### config.mk
export PLATFORM = sky130hd
export DESIGN_NAME = fetch_stage_flat
export DESIGN_NICKNAME = d
export VERILOG_FILES = /design/src/rtl/fetch_stage_if.sv /design/src/rtl/fetch_stage.sv /design/src/flat_wrapper.sv
export SDC_FILE = /design/constraint.sdc
export NUM_CORES = 1
export LEC_CHECK = 0
export ABC_AREA = 1
export BUFFER_PORTS_ARGS = -buffer_cell sky130_fd_sc_hd__buf_2
export CAP_MARGIN = 25
export CORE_MARGIN = 10
export CORE_UTILIZATION = 25
export CTS_CLUSTER_SIZE = 8
export DETAILED_ROUTE_END_ITERATION = 10
export MAX_ROUTING_LAYER = met4
export PLACE_DENSITY = 0.54
export SYNTH_ARGS = -nofsm -noshare
export SYNTH_HDL_FRONTEND = slang
export SYNTH_SLANG_ARGS = --single-unit
### constraint.sdc
create_clock -name clk -period 1.7 [get_ports clk]
set_input_delay 0.34 -clock clk [delete_from_list [all_inputs] [get_ports clk]]
set_output_delay 0.34 -clock clk [all_outputs]
set_load 0.02 [all_outputs]
### src/rtl/fetch_stage_if.sv
// Fetch-stage bundle: program-memory port, redirect/stall control, and the captured segment.
// Latency: none; wiring only.
// Backpressure: 'stall' travels from the downstream side into the fetch stage.
interface fetch_stage_if;
  logic [7:0]  imem_addr;
  logic [15:0] imem_data;
  logic        L_PC;
  logic [7:0]  pc_target;
  logic        stall;
  logic [3:0]  flags_in;
  logic [15:0] segment;
  logic        FL;
  logic [7:0]  PC_in;

  // Fetch stage side: drives the memory address and the captured pipeline register.
  modport master (
    output imem_addr,
    input  imem_data,
    input  L_PC,
    input  pc_target,
    input  stall,
    input  flags_in,
    output segment,
    output FL,
    output PC_in
  );

  // Environment side: program memory, execute-stage control and the downstream register.
  modport slave (
    input  imem_addr,
    output imem_data,
    output L_PC,
    output pc_target,
    output stall,
    output flags_in,
    input  segment,
    input  FL,
    input  PC_in
  );
endinterface

### src/rtl/fetch_stage.sv
// Instruction fetch: owns the PC, captures imem word + condition flag + PC+1; NOP bubbles follow a redirect.
// Latency: the word at address A is on 'segment' one edge after PC=A; a redirect costs FLUSH_SLOTS bubbles.
// Backpressure: stall freezes every register; a redirect (L_PC) overrides stall. FETCH_PERF_CNT_EN adds perf counters.
module fetch_stage #(
  parameter logic [7:0] RESET_PC    = 8'h00,
  parameter int         FLUSH_SLOTS = 2
) (
  input  logic          clk,
  input  logic          rst,
  fetch_stage_if.master bus
`ifdef FETCH_PERF_CNT_EN
  ,
  output logic [15:0]   fetch_cnt,
  output logic [15:0]   bubble_cnt
`endif
);

  typedef enum logic {RUN, FLUSH} state_t;

  localparam logic [2:0] FLUSH_LOAD = 3'(FLUSH_SLOTS - 1);

  state_t      state_q, state_d;
  logic [2:0]  cnt_q, cnt_d;
  logic [7:0]  pc_q, pc_d;
  logic [15:0] seg_q, seg_d;
  logic        fl_q, fl_d;
  logic [7:0]  pcin_q, pcin_d;
  logic [7:0]  pc_inc;
  logic        cond;
  logic        fetch_edge;
  logic        bubble_edge;

  assign pc_inc = pc_q + 8'd1;
  // Condition select picks one of {P,S,Z,C}; bit 10 inverts the sense.
  assign cond   = bus.flags_in[bus.imem_data[9:8]] ^ bus.imem_data[10];

  assign bus.imem_addr = pc_q;
  assign bus.segment   = seg_q;
  assign bus.FL        = fl_q;
  assign bus.PC_in     = pcin_q;

  // Next-state and next-register values: redirect beats stall beats normal fetch/flush.
  always_comb begin
    state_d     = state_q;
    cnt_d       = cnt_q;
    pc_d        = pc_q;
    seg_d       = seg_q;
    fl_d        = fl_q;
    pcin_d      = pcin_q;
    fetch_edge  = 1'b0;
    bubble_edge = 1'b0;
    if (bus.L_PC) begin
      pc_d        = bus.pc_target;
      seg_d       = 16'h0000;
      fl_d        = 1'b0;
      pcin_d      = 8'h00;
      bubble_edge = 1'b1;
      if (FLUSH_SLOTS > 1) begin
        state_d = FLUSH;
        cnt_d   = FLUSH_LOAD;
      end else begin
        state_d = RUN;
        cnt_d   = 3'd0;
      end
    end else if (!bus.stall) begin
      case (state_q)
        RUN: begin
          seg_d      = bus.imem_data;
          pcin_d     = pc_inc;
          fl_d       = cond;
          pc_d       = pc_inc;
          fetch_edge = 1'b1;
        end
        FLUSH: begin
          seg_d       = 16'h0000;
          fl_d        = 1'b0;
          pcin_d      = 8'h00;
          bubble_edge = 1'b1;
          cnt_d       = cnt_q - 3'd1;
          if (cnt_d == 3'd0) state_d = RUN;
        end
        default: state_d = RUN;
      endcase
    end
  end

  // Pipeline register, PC and flush bookkeeping.
  always_ff @(posedge clk or posedge rst) begin
    if (rst) begin
      state_q <= RUN;
      cnt_q   <= 3'd0;
      pc_q    <= RESET_PC;
      seg_q   <= 16'h0000;
      fl_q    <= 1'b0;
      pcin_q  <= 8'h00;
    end else begin
      state_q <= state_d;
      cnt_q   <= cnt_d;
      pc_q    <= pc_d;
      seg_q   <= seg_d;
      fl_q    <= fl_d;
      pcin_q  <= pcin_d;
    end
  end

`ifdef FETCH_PERF_CNT_EN
  // Saturating counters of real fetches and of emitted bubbles.
  always_ff @(posedge clk or posedge rst) begin
    if (rst) begin
      fetch_cnt  <= 16'h0000;
      bubble_cnt <= 16'h0000;
    end else begin
      if (fetch_edge && fetch_cnt != 16'hFFFF)   fetch_cnt  <= fetch_cnt + 16'd1;
      if (bubble_edge && bubble_cnt != 16'hFFFF) bubble_cnt <= bubble_cnt + 16'd1;
    end
  end
`else
  logic unused_cnt;
  assign unused_cnt = fetch_edge ^ bubble_edge;
`endif

endmodule

### src/flat_wrapper.sv
// flat-port wrapper written by rule: the top's interface ports become plain ports
module fetch_stage_flat 
#(
  parameter logic [7:0] RESET_PC    = 8'h00,
  parameter int         FLUSH_SLOTS = 2
)
  (clk, rst, bus_imem_addr, bus_imem_data, bus_L_PC, bus_pc_target, bus_stall, bus_flags_in, bus_segment, bus_FL, bus_PC_in);
  fetch_stage_if bus_i ();
  input  logic clk;
  input  logic rst;
  output wire logic [$bits(bus_i.imem_addr)-1:0] bus_imem_addr;
  input wire logic [$bits(bus_i.imem_data)-1:0] bus_imem_data;
  input wire logic [$bits(bus_i.L_PC)-1:0] bus_L_PC;
  input wire logic [$bits(bus_i.pc_target)-1:0] bus_pc_target;
  input wire logic [$bits(bus_i.stall)-1:0] bus_stall;
  input wire logic [$bits(bus_i.flags_in)-1:0] bus_flags_in;
  output wire logic [$bits(bus_i.segment)-1:0] bus_segment;
  output wire logic [$bits(bus_i.FL)-1:0] bus_FL;
  output wire logic [$bits(bus_i.PC_in)-1:0] bus_PC_in;
  assign bus_imem_addr = bus_i.imem_addr;
  assign bus_i.imem_data = bus_imem_data;
  assign bus_i.L_PC = bus_L_PC;
  assign bus_i.pc_target = bus_pc_target;
  assign bus_i.stall = bus_stall;
  assign bus_i.flags_in = bus_flags_in;
  assign bus_segment = bus_i.segment;
  assign bus_FL = bus_i.FL;
  assign bus_PC_in = bus_i.PC_in;
  fetch_stage #(.RESET_PC(RESET_PC), .FLUSH_SLOTS(FLUSH_SLOTS)) u_core (.clk(clk), .rst(rst), .bus(bus_i));
endmodule
After elaboration in Yosys (flattened, before gate mapping) --
Index checks and enable logic that the tools add are counted.
Storage, ports and cells: register bits after elaboration 37, latch bits 0, memory bits (writable) 0, bits in read-only memories 0, input port bits 32, output and inout bits 33, logic and storage cells 38, memories kept 0
Cells by class: $add $sub $neg 2, $mul 0, divide/modulo/power cells 0, order comparisons 1, equal/unequal tests 2, shift operators 0, muxes and demuxes 21, bitwise gates (word level) 2, reduce and logical (&&, ||, !) cells 4
Operator list (number):
- $mux 8 | 5
- $mux 16 | 2
- $pmux 16 s2 | 1
- $pmux 8 s2 | 1
- $mux 3 | 3
- $add 8x1->8 const B | 1
- $mux 1 | 7
- $ne 2x2->1 const B | 2
- $reduce_and 2->1 | 2
- $logic_not 3->1 | 1
- $lt 2x3->1 const B | 1
- $sub 3x1->3 const B | 1
- $bmux 1 s2 | 1
- $pmux 1 s2 | 1
- $reduce_bool 2->1 | 1
- $not 1->1 | 1
- $xor 1x1->1 | 1

Longest topological paths before layout --
Gate-level depths: netlist of the first run.
word-level depth 6, gate-level depth with buffers 7

Worst setup path after synthesis of the first run --
Ideal clock, no wire load.
path type flip-flop to flip-flop, start point reg u_core.pc_q[0], in the netlist u_core.bus.imem_addr[0], end point reg u_core.pcin_q[6], in the netlist u_core.bus.PC_in[6], data arrival time 1.151 ns, required time 1.583 ns, slack 0.431 ns, stages on the path, launching flop included 7, clock period less this slack 1.269 ns, cells stage by stage dfrtp_1 ha_1 nand2_1 nor2_1 nand3_1 nand3_2 nand2_1
Between the ends: word-level cells in the longest chain between the ends 4
Ends and longest elaborated chain:
- from (decl) | RTL line fetch_stage.sv:24 | logic [7:0] pc_q, pc_d;
- from (signal assigned) | RTL line fetch_stage.sv:99 | pc_q <= pc_d;
- $add 8x1->8 | RTL line fetch_stage.sv:33 | assign pc_inc = pc_q + 8'd1;
- $pmux 8 s2 | RTL line fetch_stage.sv:66 | case (state_q)
- $mux 8 | RTL line fetch_stage.sv:65 | end else if (!bus.stall) begin
- $mux 8 | RTL line fetch_stage.sv:52 | if (bus.L_PC) begin
- to (signal assigned) | RTL line fetch_stage.sv:102 | pcin_q <= pcin_d;
- to (decl) | RTL line fetch_stage.sv:27 | logic [7:0] pcin_q, pcin_d;
No other way between the ends. The select of a mux whose other input is x is not followed. A chain may end at the register's enable or synchronous reset.

Final worst setup path of the first run --
start point reg u_core.pc_q[2], in the netlist u_core.bus.imem_addr[2], end point out bus_imem_addr[2]
RTL lines:
- to (decl) | RTL line flat_wrapper.sv:11 | output wire logic [$bits(bus_i.imem_addr)-1:0] bus_imem_addr;
No word-level cell between the ends.

==> results by group, run 1 <==
Synthesis
  • Post-synth EDFFs: 0
  • Post-synthesis sequential area ratio: 0.550
  • Syn Std Cell Area: 1680 µm²
  • Mean Syn Cell Area: roughly 9.3 µm²
  • Top cell type's share of synthesized area: 0.550
  • Synth warn: 0
  • Most instantiated cells after synthesis: nand2_1 (54), dfrtp_1 (37), inv_1 (16)
  • Most frequent cell after synthesis: nand2_1
  • Top post-synthesis cells by area: dfrtp_1 (55%), nand2_1 (12%), a22o_1 (6.8%)
  • Asr flop ratio synth: 1.00
  • Synthesized net count: roughly 220
  • Synthesized instance count: 180
  • Top FF cell, synth: dfrtp_1
  • #FFs+latches synth: 37
  • Top cell type by total area after synthesis: dfrtp_1
  • Synth cell types: 23

Flow run
  • Max-cap violations: 0

Pwr
  • Worst VDD drop: slightly above 0.0005 V
  • Design Power: 2.30 mW
  • Cell Pwr Density: 1060 nW/µm²
  • Lkg Pwr: around 1.2 nW

Final layout
  • Final instance area: about 2200 µm²
  • # diodes: 0
  • Fraction of layout cells with a size suffix above 1: 0.343
  • Final cell count without fillers: between 300 and 400
  • Area grow syn2layout: 28.8%
  • NumNets Final: 285

Floorplanning
  • Die Height: 102 µm
  • Core area: roughly 6500 µm²
  • Initial core utilization: 0.261
  • # IOs: 65
  • DIE WIDTH: around 100 µm
  • Area of the die: between 10,000 and 15,000 µm²
  • Row count: 29

Global routing
  • Vias in the first global route: between 1,000 and 1,500
  • Tot GR Track Use: 0.0951
  • GR Overflow Total: 0
  • Initial antenna violation count: 0
  • Global-route wire length before repair: between 7 and 8 mm
  • Largest net degree at the start of global routing: 38

STA
  • Peak Freq: 775 MHz
  • Worst slew pin tran: 0.481 ns
  • Number of hold violations in the final report: 0
  • Clk_skew: 0.00179 ns
  • Tcrit/Tclk final: 0.759
  • RSZ-0062 raised after global routing: no
  • Final setup TNS: 0 ns
  • Final Worst Setup Slack: approximately 0.41 ns
  • Endpoints failing setup: 0
  • Slew headroom: 0.679
  • Fin crit period: 1.29 ns
  • Final Slew Violations: 0

Worst setup path
  • CP Class: reg -> out
  • CP max stage cell: dfrtp_1
  • Critical-path maximum fanout: 6
  • CP Cell Sequence: buf_2
  • Worst path required time: around 1.4 ns
  • Crit start category: flop
  • Critical Path AT: between 0.9 and 1 ns
  • CP Capture Type: primary output
  • R2R setup slack: 0.43 ns
  • Slowest Stage Delay on Critical Path: roughly 0.45 ns
  • Worst path buffer plus inverter count: 1
  • CP delay by family, top: flip-flops

Clocking
  • H-tree levels: 2
  • Post-cts sizing count: 0
  • Setup bufs post-CTS: 0
  • CTS tree: built
  • Post-CTS Hold Buffers: 0
  • CTS clk-pin slew, worst paths: roughly 0.07 ns
  • Clock latency on the worst-skew pair: roughly 0.28 ns
  • Clock buffer count from CTS: 5
  • Clock sink count: 37
  • Clock Path Buffers: 2
  • Clk root buf: clkbuf_8

Place
  • Placed cells: 320
  • Final Wtd Congestion: ~0.86
  • Cell Area, Placed: ~2100 µm²
  • DP Wirelength: 3.48 mm
  • Buffers on Ports: 64
  • Place WS: roughly 0.29 ns

Min path
  • Hold crit path type: in -> async

Route
  • Post-route ant nets: 0
  • Pre-Repair DR Iteration Count: 5
  • DR iter-0 viols: 67
  • Post-route DRC: 0
  • Vias/cell: about 4.3
  • Final wirelength: 4.60 mm
  • Wire per inst: 14.0 µm
  • Vias: around 1,400

Outcome
  • Status: finished clean
==> final cells by class <==
| type | count | area, µm² |
|---|---|---|
| timing repair buffer | 67 | 343 |
| multi-input combinational | 121 | 647 |
| sequential | 37 | 926 |
| fill | 690 | 4290 |
| tap | 77 | 96.3 |
| clock buffer | 6 | 72.6 |
| inverter | 18 | 72.6 |
| clock inverter | 2 | 10.0 |
==> per-layer routing <==
layer,vias to the layer above,share of wire,GRT usage
met5,-,0,-
li1,731,-,-
met2,50,0.43,0.140
met4,0,0.0054,0.0228
met3,4,0.066,0.0283
met1,623,0.50,0.125
==> registers in the layout (all words and copies together), names as in the netlist <==
| register | count |
|---|---|
| u_core.bus.segment | 16 |
| u_core.bus.PC_in | 8 |
| u_core.bus.imem_addr | 8 |
| u_core.cnt_q | 3 |
| u_core.bus.FL | 1 |
| u_core.state_q | 1 |
==> metrics by stage <==
step                hold slack [ns]  utilization
floorplan                     0.453            -
global placement              0.462        0.323
detailed placement            0.461        0.323
CTS                           0.174        0.336
global route                  0.215        0.336
finish                        0.163        0.336
==> final timing paths <==
check	startpoint	depth (start not counted)	to
worst max-delay path	u_core.bus.imem_addr[2]	1	bus_imem_addr[2]
worst max register to register	u_core.bus.imem_addr[0]	6	u_core.bus.imem_addr[4]
min in group clk	bus_imem_data[13]	2	u_core.bus.segment[13]
max in group asynchronous	rst	3	u_core.cnt_q[2]
worst min register to register	u_core.bus.PC_in[5]	2	u_core.bus.PC_in[5]
worst min-delay path	rst	3	u_core.bus.imem_addr[5]
==> cells by family (layout without fill, tap and decap cells) <==
| family | Yosys count | in the layout | share of synthesized area |
|---|---|---|---|
| AOI/OAI and AO/OA | 30 | 30 | 0.121 |
| xor gates and xnor gates | 1 | 1 | 0.00521 |
| adders and majority gates | 3 | 3 | 0.0223 |
| buffers and inverters | 22 | 93 | 0.0654 |
| DFF | 37 | 37 | 0.550 |
| and+or+nand+nor | 87 | 87 | 0.236 |
==> power by group <==
part | total (mW) | switching (mW) | leakage, nW | internal, mW
Clock | 0.594 | 0.309 | 0.0450 | 0.284
Sequential | 1.10 | 0.103 | 0.490 | 1.00
Combinational | 0.608 | 0.386 | 0.691 | 0.221
==> layout by cell type, fill, tap and decap left out, drive strengths merged <==
cell	Yosys	layout
o211ai	1	1
o21ai	13	13
dfrtp	37	37
or2	1	1
a31oi	2	2
clkinv	0	2
a22o	13	13
nor2	12	12
buf	4	67
inv	18	18
a21oi	1	1
ha	3	3
xnor2	1	1
nand3	18	18
nand2	56	56
clkbuf	0	6
(Power assumes the default switching activity.)
==> run 2, diff against run 1 <==
==> constraint.sdc (replaced) <==
create_clock -name clk -period 1.3 [get_ports clk]
set_input_delay 0.26 -clock clk [delete_from_list [all_inputs] [get_ports clk]]
set_output_delay 0.26 -clock clk [all_outputs]
set_load 0.02 [all_outputs]
==> run 2 against run 1 <==
  * Count of clock-buffer cells in the layout is the same
  * Largest cell class unchanged
  * Clock power grew 28%
  * Die area is the same
  * Global-route usage shrank 0.089 points
  * Clock skew grew 0.0023 ns
  * Core utilization grew 0.77 points
  * Largest power group unchanged
==> results by group, run 2 (same netlist as run 1, synthesis figures left out) <==
Route
  • Routed wl met2: 1.93 mm (was 1.97 mm)
  • Met3 wire len: 432 µm (was 304 µm)
  • Post-route DRC: 0 (unchanged)
  • Post-route ant nets: 0 (unchanged)
  • Wire per inst: 13.8 µm (was 14.0 µm)
  • Vias/cell: 4.40 (was 4.29)
  • DR iter-0 viols: 80 (was 67)
  • Final wirelength: 4.58 mm (was 4.60 mm)
  • Pre-Repair DR Iteration Count: 4 (was 5)
  • Highest Signal Layer: met4 (unchanged)
  • Vias: 1,456 (was 1,408)
  • Met1 Routed Length: 2.18 mm (was 2.30 mm)

Final layout
  • Commonest cells after routing, fill and taps aside: buf_2 (64), nand2_1 (54), dfrtp_1 (37) (unchanged)
  • Fraction of layout cells with a size suffix above 1: 0.354 (was 0.343)
  • NumNets Final: 288 (was 285)
  • Core Util, Final: 0.343 (was 0.336)
  • Most common cell after layout, fill and taps aside: buf_2 (unchanged)
  • # diodes: 0 (unchanged)
  • Final instance area: 2220 µm² (was 2170 µm²)
  • Max reg flops: 16 (unchanged)
  • Fill cell count: 691 (was 690)
  • Area grow syn2layout: 31.7% (was 28.8%)
  • Multi-input combinational cell area: 649 µm² (was 647 µm²)
  • Register area: 926 µm² (unchanged)

Clocking
  • Post-CTS Hold Buffers: 0 (unchanged)
  • Clock buffer count from CTS: 5 (unchanged)
  • Clock latency on the worst-skew pair: 0.28 ns (about the same)
  • CTS clk-pin slew, worst paths: 0.07 ns (about the same)
  • Setup bufs post-CTS: 0 (unchanged)
  • H-tree levels: 2 (unchanged)
  • CTS tree: built (unchanged)
  • Clock sink count: 37 (unchanged)
  • Clock Path Buffers: 2 (unchanged)
  • Clk root buf: clkbuf_8 (unchanged)

Floorplanning
  • Area of the die: 10,400 µm² (unchanged)
  • Initial core utilization: 0.261 (unchanged)
  • Core area: 6460 µm² (unchanged)
  • DIE WIDTH: 102 µm (unchanged)
  • Die Height: 102 µm (unchanged)
  • Row count: 29 (unchanged)
  • # IOs: 65 (unchanged)

Place
  • Place WS: 0.0920 ns (was 0.293 ns)
  • DP Wirelength: 3.51 mm (was 3.48 mm)
  • Final Wtd Congestion: 0.752 (was 0.860)
  • Cell Area, Placed: 2130 µm² (was 2080 µm²)
  • Buffers on Ports: 64 (unchanged)

Global routing
  • Initial antenna violation count: 0 (unchanged)
  • Global-route wire length before repair: 7.50 mm (was 7.56 mm)
  • Tot GR Track Use: 0.0942 (was 0.0951)
  • Vias in the first global route: 1,507 (was 1,493)
  • GR Overflow Total: 0 (unchanged)
  • Largest net degree at the start of global routing: 38 (unchanged)

Worst setup path
  • Worst Reg-to-Reg Cells: 4 (was 6)
  • Worst path required time: 1.04 ns (was 1.36 ns)
  • RR Endpoint: u_core.bus.imem_addr[2] (was u_core.bus.imem_addr[4])
  • CP Capture Type: primary output (unchanged)
  • Critical Path AT: 0.98 ns (was 0.95 ns)
  • Critical-path maximum fanout: 5 (was 6)
  • R2R setup slack: 0.14 ns (was 0.43 ns)
  • CP Class: reg -> out (unchanged)
  • Crit start category: flop (unchanged)
  • Worst reg2reg startpoint: u_core.bus.imem_addr[0] (unchanged)

STA
  • Clk_skew: 0.00406 ns (was 0.00179 ns)
  • Fin crit period: between 1 and 1.5 ns
  • Slew headroom: 0.828 (was 0.679)
  • Tcrit/Tclk final: 0.956
  • Final Worst Setup Slack: 0.0572 ns (was 0.409 ns)
  • RSZ-0062 raised after global routing: no (unchanged)
  • Peak Freq: approximately 800 MHz
  • Final Slew Violations: 0 (unchanged)
  • Final setup TNS: 0 ns (unchanged)
  • Worst slew pin tran: 0.256 ns (was 0.481 ns)
  • Number of hold violations in the final report: 0 (unchanged)
  • Endpoints failing setup: 0 (unchanged)

Pwr
  • Design Power: 3.05 mW (was 2.30 mW)
  • Worst VDD drop: 0.000548 V (was 0.000511 V)
  • Lkg Pwr: 1.25 nW (was 1.23 nW)
  • Cell Pwr Density: 1380 nW/µm² (was 1060 nW/µm²)

Outcome
  • Status: finished clean (unchanged)

Min path
  • Hold crit path type: in -> async (unchanged)

Flow run
  • Max-cap violations: 0 (unchanged)
-- run 2: cell count changes in the layout (fill, tap and decap cells not counted) --
| cell | before | now |
|---|---|---|
| buf_12 | 0 | 2 |
| buf_4 | 3 | 4 |
| o21ai_0 | 13 | 12 |
| nor2_2 | 1 | 2 |
| nor2_1 | 10 | 9 |
| o21ai_1 | 0 | 1 |
-- run 2: layer usage --
layer	GRT usage	vias up
met3	0.0344	5
met4	0.0293	0
met1	0.115	662
met5	-	-
met2	0.142	46
li1	-	743
-- run 2: worst max-delay path, stage by stage, from the launching register on --
cell and delay [ns]:
dfrtp_1 0.39, buf_4 0.15, buf_2 0.16
-- run 2: cell type report --
type | instances | share of cell area
Clock buffer | 6 | 0.0327
Inverter | 18 | 0.0327
Multi-Input combinational cell | 121 | 0.293
Clock inverter | 2 | 0.00451
Timing Repair Buffer | 70 | 0.176
Sequential cell | 37 | 0.418
Tap cell | 77 | 0.0435
-- run 2: worst max path at each step --
stage,slack [ns],to,start
3_3_place_gp,0.12,u_core.bus.segment[5],bus_stall
2_1_floorplan,0.03,u_core.bus.PC_in[6],u_core.bus.imem_addr[0]
4_1_cts,0.04,bus_imem_addr[0],u_core.bus.imem_addr[0]
5_1_grt,0.002,bus_imem_addr[0],u_core.bus.imem_addr[0]
3_5_place_dp,0.09,u_core.bus.imem_addr[4],u_core.bus.imem_addr[0]
6_report,0.06,bus_imem_addr[0],u_core.bus.imem_addr[0]
-- run 2: power by group --
group	total, mW	internal (mW)	switching, mW
combinational	0.864	0.328	0.536
sequential	1.43	1.31	0.117
clock	0.760	0.371	0.389
-- run 2: what timing repair did --
action,in CTS,in global routing
endpoints found under the setup margin,0,1
gates resized for setup,0,2
hold endpoints to repair,0,0
-- run 2: metrics by stage --
stage                     instances  hold slack [ns]
after floorplan                 180            0.393
after global placement          323            0.328
after detailed placement        323            0.334
after CTS                       331           0.0160
after global routing            331           0.0241
final                           331           0.0111
==> run 3, diff against run 2 <==
--- a/config.mk
+++ b/config.mk
@@ -7,7 +7,8 @@
 export LEC_CHECK = 0
 export ABC_AREA = 1
 export BUFFER_PORTS_ARGS = -buffer_cell sky130_fd_sc_hd__buf_2
-export CAP_MARGIN = 25
+export CAP_MARGIN = 30
+export CORE_ASPECT_RATIO = 0.8
 export CORE_MARGIN = 10
 export CORE_UTILIZATION = 25
 export CTS_CLUSTER_SIZE = 8
==> run 3 against run 2 <==
  * Combinational power up 0.5%
  * Via count decreased by 1.2%
  * Sequential cell count stayed put
  * Worst setup slack better by 0.0091 ns
  * Final cell count up 1.2%
  * Critical path type unchanged
  * Critical endpoint unchanged
  * Highest routed layer unchanged
==> results by group, run 3 (same netlist as run 1, synthesis figures left out) <==
Worst setup path
  • Worst reg2reg startpoint: u_core.state_q (was u_core.bus.imem_addr[0])
  • Worst Reg-to-Reg Cells: 5 (was 4)
  • CP delay by family, top: flip-flops (unchanged)
  • Worst path buffer plus inverter count: 2 (unchanged)
  • Critical-path maximum fanout: 5 (unchanged)
  • Crit start category: flop (unchanged)
  • Slowest Stage Delay on Critical Path: 0.38 ns (was 0.39 ns)
  • Worst path required time: 1.04 ns (about the same)
  • CP Cell Sequence: buf_4 -> buf_2 (unchanged)
  • R2R setup slack: 0.15 ns (was 0.14 ns)
  • WP depth: 2 (unchanged)
  • CP max stage cell: dfrtp_1 (unchanged)
  • RR Endpoint: u_core.bus.imem_addr[2] (unchanged)
  • CP Class: reg -> out (unchanged)
  • CP Capture Type: primary output (unchanged)
  • Critical Path AT: 0.97 ns (was 0.98 ns)

STA
  • Worst slew pin tran: 0.611 ns (was 0.256 ns)
  • Final setup TNS: 0 ns (unchanged)
  • Clk_skew: 0.00557 ns (was 0.00406 ns)
  • Fin crit period: 1.23 ns (was 1.24 ns)
  • Endpoints failing setup: 0 (unchanged)
  • Slew headroom: 0.592 (was 0.828)
  • RSZ-0062 raised after global routing: no (unchanged)
  • Final Slew Violations: 0 (unchanged)
  • Number of hold violations in the final report: 0 (unchanged)
  • Tcrit/Tclk final: 0.949 (was 0.956)
  • Peak Freq: 811 MHz (was 805 MHz)

Flow run
  • Max-cap violations: 0 (unchanged)

Final layout
  • NumNets Final: 286 (was 288)
  • Commonest cells after routing, fill and taps aside: buf_2 (64), nand2_1 (54), dfrtp_1 (37) (unchanged)
  • Area grow syn2layout: 30.9% (was 31.7%)
  • Max reg flops: 16 (unchanged)
  • Core Util, Final: 0.340 (was 0.343)
  • # diodes: 0 (unchanged)
  • Fraction of layout cells with a size suffix above 1: 0.347 (was 0.354)
  • Most common cell after layout, fill and taps aside: buf_2 (unchanged)
  • Final cell count without fillers: 335 (was 331)
  • Final instance area: 2200 µm² (was 2220 µm²)

Global routing
  • Tot GR Track Use: 0.0981 (was 0.0942)
  • Global-route wire length before repair: 8.13 mm (was 7.50 mm)
  • Initial antenna violation count: 0 (unchanged)
  • Vias in the first global route: 1,607 (was 1,507)
  • Largest net degree at the start of global routing: 38 (unchanged)
  • GR Overflow Total: 0 (unchanged)

Route
  • DR iter-0 viols: 73 (was 80)
  • Post-route DRC: 0 (unchanged)
  • Pre-Repair DR Iteration Count: 4 (unchanged)
  • Post-route ant nets: 0 (unchanged)
  • Final wirelength: 4.86 mm (was 4.58 mm)
  • Vias/cell: 4.30 (was 4.40)
  • Wire per inst: 14.5 µm (was 13.8 µm)
  • Vias: 1,439 (was 1,456)

Pwr
  • Worst VDD drop: 0.000479 V (was 0.000548 V)
  • Lkg Pwr: 1.23 nW (was 1.25 nW)
  • Cell Pwr Density: 1420 nW/µm² (was 1380 nW/µm²)

Clocking
  • CTS clk-pin slew, worst paths: 0.07 ns (about the same)
  • H-tree levels: 2 (unchanged)
  • Post-CTS Hold Buffers: 0 (unchanged)
  • Clock latency on the worst-skew pair: 0.29 ns (was 0.28 ns)
  • CTS tree: built (unchanged)
  • Clock sink count: 37 (unchanged)
  • Clock buffer count from CTS: 5 (unchanged)
  • Clock Path Buffers: 2 (unchanged)
  • Clk root buf: clkbuf_8 (unchanged)

Floorplanning
  • Die Height: 93.4 µm (was 102 µm)
  • Area of the die: 10,400 µm² (about the same)
  • Initial core utilization: 0.260 (was 0.261)
  • # IOs: 65 (unchanged)
  • Row count: 26 (was 29)
  • DIE WIDTH: 112 µm (was 102 µm)
  • Core area: 6470 µm² (was 6460 µm²)

Outcome
  • Status: finished clean (unchanged)

Place
  • Final Wtd Congestion: 0.789 (was 0.752)
  • Cell Area, Placed: 2110 µm² (was 2130 µm²)
  • Buffers on Ports: 64 (unchanged)
  • Placed cells: 328 (was 323)
  • DP Wirelength: 3.65 mm (was 3.51 mm)

Min path
  • Hold crit path type: in -> async (unchanged)
run 3: cell types whose count changed in the layout (fill, tap and decap cells not counted), sizes merged:
cell / delta
buf: -2
clkinv: -2
clkbuf: +1
run 3: metal layers:
layer,GRT usage,up-vias,part of all wire
met5,-,-,0
met4,0.0224,0,0.0054
met3,0.0428,5,0.086
met2,0.140,52,0.41
met1,0.125,652,0.50
li1,-,730,-
run 3: final cells by class:
| type | count | area, µm² |
|---|---|---|
| fill | 678 | 4270 |
| sequential | 37 | 926 |
| multi-input combinational | 121 | 649 |
| timing repair buffer | 68 | 363 |
| tap | 84 | 105 |
| clock buffer | 7 | 86.3 |
| inverter | 18 | 72.6 |
run 3: worst register-to-register path, cell delays in order, from the launching register on:
cell	delay, ns
dfrtp_1	0.43
nor2_2	0.16
nand2_4	0.13
inv_6	0.19
nand3_2	0.10
nand3_1	0.08
run 3: what timing repair did:
item                                    in CTS  in global routing
resized for setup                            0                  2
setup buffers                                0                  0
endpoints found under the setup margin       0                  2
run 3: how the worst max path moves through the flow:
stage / to / from
after floorplan: u_core.bus.PC_in[6] / u_core.bus.imem_addr[0]
after global placement: u_core.bus.segment[3] / bus_stall
after detailed placement: u_core.bus.segment[15] / bus_stall
after CTS: bus_imem_addr[0] / u_core.bus.imem_addr[0]
after global routing: bus_imem_addr[0] / u_core.bus.imem_addr[0]
final: bus_imem_addr[0] / u_core.bus.imem_addr[0]
run 3: stage by stage:
stage	total power [mW]	worst slack, ns	hold slack, ns
5_1_grt	3.33	0.0181	0.0415
6_report	3.12	0.0663	0.0165
2_1_floorplan	1.99	0.0313	0.393
3_3_place_gp	2.30	0.0377	0.326
3_5_place_dp	2.33	-0.00868	0.333
4_1_cts	3.17	0.0420	0.0181
run 3: report_power, final:
part | internal [mW] | total [mW] | leakage, nW | switching [mW]
combinational | 0.318 | 0.868 | 0.699 | 0.550
clock | 0.421 | 0.822 | 0.0443 | 0.401
sequential | 1.31 | 1.43 | 0.490 | 0.118
total | 2.05 | 3.12 | 1.23 | 1.07
